$ cat src/rtl/ipv4_deparser.sv
// Egress header deparser: merges rewrite fields into the header word, with an optional IPv4 checksum refresh.
// The checksum refresh is built only when IPV4_CSUM_UPDATE_EN is defined.
module ipv4_deparser #(
  parameter int unsigned DATA_WIDTH = 480
) (
  input  logic                  clk,
  input  logic                  reset,
  input  logic                  pkt_data_vld_in,
  input  logic [DATA_WIDTH-1:0] pkt_data_in,
  output logic                  in_rdy,
  input  logic                  dmac_vld,
  input  logic [47:0]           dmac_data,
  input  logic                  smac_vld,
  input  logic [47:0]           smac_data,
  input  logic                  sip_vld,
  input  logic [31:0]           sip_data,
  input  logic                  dip_vld,
  input  logic [31:0]           dip_data,
  input  logic                  sport_vld,
  input  logic [15:0]           sport_data,
  input  logic                  dport_vld,
  input  logic [15:0]           dport_data,
  output logic                  pkt_data_vld_out,
  output logic [DATA_WIDTH-1:0] pkt_data_out,
  input  logic                  out_rdy,
  output logic [31:0]           rewrite_cnt
);

  localparam int unsigned DW = DATA_WIDTH;

  // Vector MSB of each field: wire bit k sits at vector bit DW-1-k.
  localparam int unsigned DMAC_MSB  = DW - 1;
  localparam int unsigned SMAC_MSB  = DW - 49;
  localparam int unsigned ETH_MSB   = DW - 97;
  localparam int unsigned IPH_MSB   = DW - 113;
  localparam int unsigned IHL_MSB   = DW - 117;
  localparam int unsigned PROTO_MSB = DW - 185;
  localparam int unsigned CSUM_MSB  = DW - 193;
  localparam int unsigned SIP_MSB   = DW - 209;
  localparam int unsigned DIP_MSB   = DW - 241;
  localparam int unsigned SPORT_MSB = DW - 273;
  localparam int unsigned DPORT_MSB = DW - 289;

  logic          advance;
  logic          in_ipv4_c;
  logic          in_tcp_c;
  logic          in_changed_c;
  logic [DW-1:0] merged_c;
  logic [DW-1:0] s2_word_c;

  logic          s1_vld;
  logic          s1_changed;
  logic [DW-1:0] s1_data;
  logic          out_changed;

  assign advance = !pkt_data_vld_out || out_rdy;
  assign in_rdy  = advance;

  // Field merge with protocol qualification of the L3/L4 fields.
  always_comb begin
    logic wr_dmac, wr_smac, wr_sip, wr_dip, wr_sport, wr_dport;
    merged_c  = pkt_data_in;
    in_ipv4_c = (pkt_data_in[ETH_MSB -: 16] == 16'h0800) && (pkt_data_in[IHL_MSB -: 4] == 4'd5);
    in_tcp_c  = in_ipv4_c && (pkt_data_in[PROTO_MSB -: 8] == 8'h06);
    wr_dmac   = pkt_data_vld_in && dmac_vld;
    wr_smac   = pkt_data_vld_in && smac_vld;
    wr_sip    = pkt_data_vld_in && sip_vld && in_ipv4_c;
    wr_dip    = pkt_data_vld_in && dip_vld && in_ipv4_c;
    wr_sport  = pkt_data_vld_in && sport_vld && in_tcp_c;
    wr_dport  = pkt_data_vld_in && dport_vld && in_tcp_c;
    if (wr_dmac)  merged_c[DMAC_MSB -: 48]  = dmac_data;
    if (wr_smac)  merged_c[SMAC_MSB -: 48]  = smac_data;
    if (wr_sip)   merged_c[SIP_MSB -: 32]   = sip_data;
    if (wr_dip)   merged_c[DIP_MSB -: 32]   = dip_data;
    if (wr_sport) merged_c[SPORT_MSB -: 16] = sport_data;
    if (wr_dport) merged_c[DPORT_MSB -: 16] = dport_data;
    in_changed_c = wr_dmac || wr_smac || wr_sip || wr_dip || wr_sport || wr_dport;
  end

`ifdef IPV4_CSUM_UPDATE_EN
  logic        s1_ipv4;
  logic [16:0] psum_c [5];
  logic [16:0] s1_psum [5];
  logic [15:0] csum_c;

  // Pairwise halfword sums of the IPv4 header; the checksum halfword counts as zero.
  always_comb begin
    logic [15:0] hi, lo;
    for (int i = 0; i < 5; i++) begin
      hi = merged_c[IPH_MSB - 32*i -: 16];
      lo = (i == 2) ? 16'h0000 : merged_c[IPH_MSB - 16 - 32*i -: 16];
      psum_c[i] = {1'b0, hi} + {1'b0, lo};
    end
  end

  // Ones' complement fold of the partial sums, then invert.
  always_comb begin
    logic [19:0] total;
    logic [16:0] fold1;
    logic [15:0] fold2;
    total = 20'(s1_psum[0]) + 20'(s1_psum[1]) + 20'(s1_psum[2])
          + 20'(s1_psum[3]) + 20'(s1_psum[4]);
    fold1 = {1'b0, total[15:0]} + 17'(total[19:16]);
    fold2 = fold1[15:0] + 16'(fold1[16]);
    csum_c = ~fold2;
    s2_word_c = s1_data;
    if (s1_ipv4) s2_word_c[CSUM_MSB -: 16] = csum_c;
  end

  always_ff @(posedge clk or posedge reset) begin
    if (reset) begin
      s1_ipv4 <= 1'b0;
      for (int i = 0; i < 5; i++) s1_psum[i] <= '0;
    end else if (advance && pkt_data_vld_in) begin
      s1_ipv4 <= in_ipv4_c;
      for (int i = 0; i < 5; i++) s1_psum[i] <= psum_c[i];
    end
  end
`else
  always_comb begin
    s2_word_c = s1_data;
  end
`endif

  // Stage 1: merged word and its side flags.
  always_ff @(posedge clk or posedge reset) begin
    if (reset) begin
      s1_vld     <= 1'b0;
      s1_changed <= 1'b0;
      s1_data    <= '0;
    end else if (advance) begin
      s1_vld <= pkt_data_vld_in;
      if (pkt_data_vld_in) begin
        s1_changed <= in_changed_c;
        s1_data    <= merged_c;
      end
    end
  end

  // Stage 2: output register, held while downstream stalls.
  always_ff @(posedge clk or posedge reset) begin
    if (reset) begin
      pkt_data_vld_out <= 1'b0;
      pkt_data_out     <= '0;
      out_changed      <= 1'b0;
    end else if (advance) begin
      pkt_data_vld_out <= s1_vld;
      if (s1_vld) begin
        pkt_data_out <= s2_word_c;
        out_changed  <= s1_changed;
      end
    end
  end

  always_ff @(posedge clk or posedge reset) begin
    if (reset) begin
      rewrite_cnt <= '0;
    end else if (pkt_data_vld_out && out_rdy && out_changed) begin
      rewrite_cnt <= rewrite_cnt + 32'd1;
    end
  end

endmodule
$ cat config.mk
export PLATFORM = sky130hd
export DESIGN_NAME = ipv4_deparser
export DESIGN_NICKNAME = d
export VERILOG_FILES = /design/src/rtl/ipv4_deparser.sv
export SDC_FILE = /design/constraint.sdc
export NUM_CORES = 2
export LEC_CHECK = 0
export ABC_AREA = 1
export BUFFER_PORTS_ARGS = -buffer_cell sky130_fd_sc_hd__buf_2
export CORE_AREA = 3 3 461 463
export CTS_BUF_LIST = sky130_fd_sc_hd__clkbuf_2
export CTS_CLUSTER_DIAMETER = 80
export DETAILED_ROUTE_END_ITERATION = 12
export DIE_AREA = 0 0 464 466
export GPL_ROUTABILITY_DRIVEN = 0
export PLACE_DENSITY = 0.47
export SYNTH_ARGS = -nofsm -noshare
export SYNTH_HDL_FRONTEND = slang
export SYNTH_SLANG_ARGS = --single-unit
$ cat constraint.sdc
create_clock -name clk -period 35.8 [get_ports clk]
set_clock_uncertainty 0.2 [all_clocks]
set_input_delay 3.58 -clock clk [delete_from_list [all_inputs] [get_ports clk]]
set_output_delay 3.58 -clock clk [all_outputs]
set_load 0.03 [all_outputs]
==> flow_summary_export.csv <==
group,metric,value,unit
run_status,outcome,"finished clean",
placed_design,placed_cell_area,48400,µm²
power,seq_power_share,44.3,%
routing,via_count,33946,
worst_setup_path,r2r_start,"pkt_data_vld_out",
power,combPwrFrac,30.6,%
worst_setup_path,critPathLaunchType,"input pin",
synthesis,synthFlopType,"dfrtp_1",
min_path,min_path_type,"flop to flop",
clocking,postCtsSetupRepairBufs,0,
timing,setup_viol,0,
worst_setup_path,cp.arrival,4.31,ns
worst_setup_path,cpMostUsedCell,"buf_2",
synthesis,ys_types,32,
clocking,cts_root_buffer,"clkbuf_2",
routing,wirelength,160000,µm
placed_design,placedCellCount,7868,
min_path,min_path_cells,2,
placed_design,dp_hpwl,119000,µm
cells_and_area,nets,6055,
placed_design,io_buffers,1195,
clocking,ctsHoldBuffers,0,
synthesis,synthCells,4096,
timing,rsz0062_at_grt,"false",
cells_and_area,register_area,24900,µm²
clocking,cts_resized,0,
job,max_cap_violations,0,
clocking,clock_latency,1.56,ns
synthesis,syn_nets,4779,
cells_and_area,syn_to_final_growth,28.5,%
die,coreArea,209000,µm²
timing,maxSlewViolCount,0,
die,fp-row-count,168,
cells_and_area,drive_above_1_share,32.9,%
min_path,hold_start,"s1_data[115]",
synthesis,yosysMostFrequentCell,"dfrtp_1",
routing,drt-wirelength-per-cell,19.0,µm
synthesis,synth-edff-count,0,
die,fp.dieW,464,µm
routing,drc_errors,0,
routing,viasPerCell,4.04,
worst_setup_path,path_class,"input pin to primary output",
worst_setup_path,slowest_delay,0.30,ns
synthesis,synthTopCellsByCount,"dfrtp_1 (996), nand2_1 (871), o21ai_0 (704)",
global_routing,grt_max_degree,208,
clocking,cts.reportedPaths.clkPinSlew,0.10,ns
worst_setup_path,critical_path_required,32.02,ns
timing,max_slew.worst_pin.slew,1.10,ns
power,p_sw,1.40,mW
global_routing,track_usage,14.3,%
synthesis,synth_seq_cells,996,
power,peakVddDrop,32.5,µV
synthesis,syn_area,39700,µm²
clocking,cts_tree,"built",
power,p_clk_share,25.0,%
synthesis,synthTopCellsByArea,"dfrtp_1 (63%), o21ai_0 (8.9%), nand2_1 (8.2%)",
worst_setup_path,cp_cell_sequence,"buf_2 -> inv_1 -> nand2_1 -> buf_2",
global_routing,first_global_vias,34329,
clocking,cts_made_buffers,307,
global_routing,antenna_found_initial,80,
synthesis,avgSynthCellArea,9.70,µm²
timing,fmax,124,MHz
power,p_total,3.41,mW
synthesis,ys_seq_area_share,62.7,%
die,ioPinCount,1196,
synthesis,yosys_warnings,0,
global_routing,grt_overflow,0,
cells_and_area,instances_no_fill,8401,
power,cellPowerDensity,66.9,nW/µm²
power,power.leakage,25.9,nW
power,p_int,2.01,mW
power,swShare,41.0,%
global_routing,grt_pass1_wl,230000,µm
worst_setup_path,crit_start,"out_rdy",
cells_and_area,multi_input_area,11800,µm²
routing,ant_nets,0,
worst_setup_path,crit_path_end_kind,"primary output",
clocking,htreeDepth,5,
timing,holdWs,0.156,ns
timing,period_share,22.6,%
timing,slew_headroom,26.4,%
die,chipHeight,466,µm
worst_setup_path,critPathMaxFanout,5,
worst_setup_path,reg2reg_depth,6,
cells_and_area,n_fill_cell,23112,
die,die_area,216000,µm²
synthesis,async_flop_share,100,%
clocking,cts.path.max_buffers,4,
routing,first_pass_iters,6,
worst_setup_path,cp_slowest_cell,"nand2_1",
synthesis,synth.largest_area_cell,"dfrtp_1",
synthesis,synth_top_area_share,62.7,%
timing,hold_viol,0,
routing,detail_route.iter0.violations,1884,
die,start_util,19.0,%
cells_and_area,postLayoutCellArea,51100,µm²
timing,post-route-min-period,8.09,ns
clocking,clock-sinks,996,
timing,setup_tns,0,ns
## path summary, 6_finish.rpt
kind                                     end  slack [ns]
max in group asynchronous  pkt_data_out[437]       28.98
hold / removal             pkt_data_out[115]        0.16
setup reg to reg           pkt_data_out[221]       31.20
min in group asynchronous  pkt_data_out[127]        1.91
setup / recovery                      in_rdy       27.71
hold reg to reg            pkt_data_out[115]        0.16
## cell usage in the layout, fill, tap and decap left out, types with 41 or more instances in the layout
cell type and n:
nor2_1 64, nor3_1 104, buf_2 1195, nand3_1 59, mux2_2 114, clkbuf_2 418
a21oi_1 145, nand4_1 68, o22ai_1 48, a211oi_1 48, o21ai_0 704, diode_2 41
inv_1 499, dfrtp_1 996, nand2_1 870, clkinv_1 59
## sequential cells by signal (all words and copies together) (netlist names)
register	count
rewrite_cnt	32
out_changed	1
s1_vld	1
pkt_data_vld_out	1
s1_data	480
pkt_data_out	480
s1_changed	1
## critical path, delay by kind of cell
| kind | cells | cell delay [ns] |
|---|---|---|
| buf+inv | 3 | 0.42 |
| simple gates | 1 | 0.30 |
## power by group through the flow
stage	clock network, mW	logic [mW]	registers [mW]
after floorplan	0	0.301	1.87
after global placement	0	1.06	1.53
after detailed placement	0	1.07	1.54
after CTS	0.909	1.07	1.52
after global routing	0.964	1.13	1.54
final	0.855	1.05	1.51
## per-stage QoR
stage	worst slack, ns	util (%)
after global placement	27.17	23.2
after global routing	27.67	24.4
after floorplan	4.00	-
after CTS	27.71	24.4
after detailed placement	27.11	23.2
final	27.71	24.4
## metal layers
metal  part of all wire (%)  global-route usage (%)  vias to the layer above
met2                     47                    23.0                     1423
met3                     10                    6.38                      422
met1                     39                    16.2                    15988
met4                    3.9                    6.48                       64
met5                   0.25                       0                        -
li1                       -                       -                    16049
## cells by family after synthesis
group,count (synthesis),share of synthesized area [%]
mux,114,3.23
compound gates,976,12.8
buf+inv,775,7.72
fa+ha+maj,1,0.0315
xor+xnor,30,0.661
flops,996,62.7
simple gates,1204,12.9
## area by class of cell
type	count	share of cell area, %
Tap cell	2805	6.87
Inverter	507	3.76
Timing Repair Buffer	1235	12.4
Clock buffer	418	4.10
Multi-Input combinational cell	2325	23.1
Clock inverter	74	0.831
Sequential cell	996	48.8
Antenna cell	41	0.201
(Power assumes the default switching activity.)
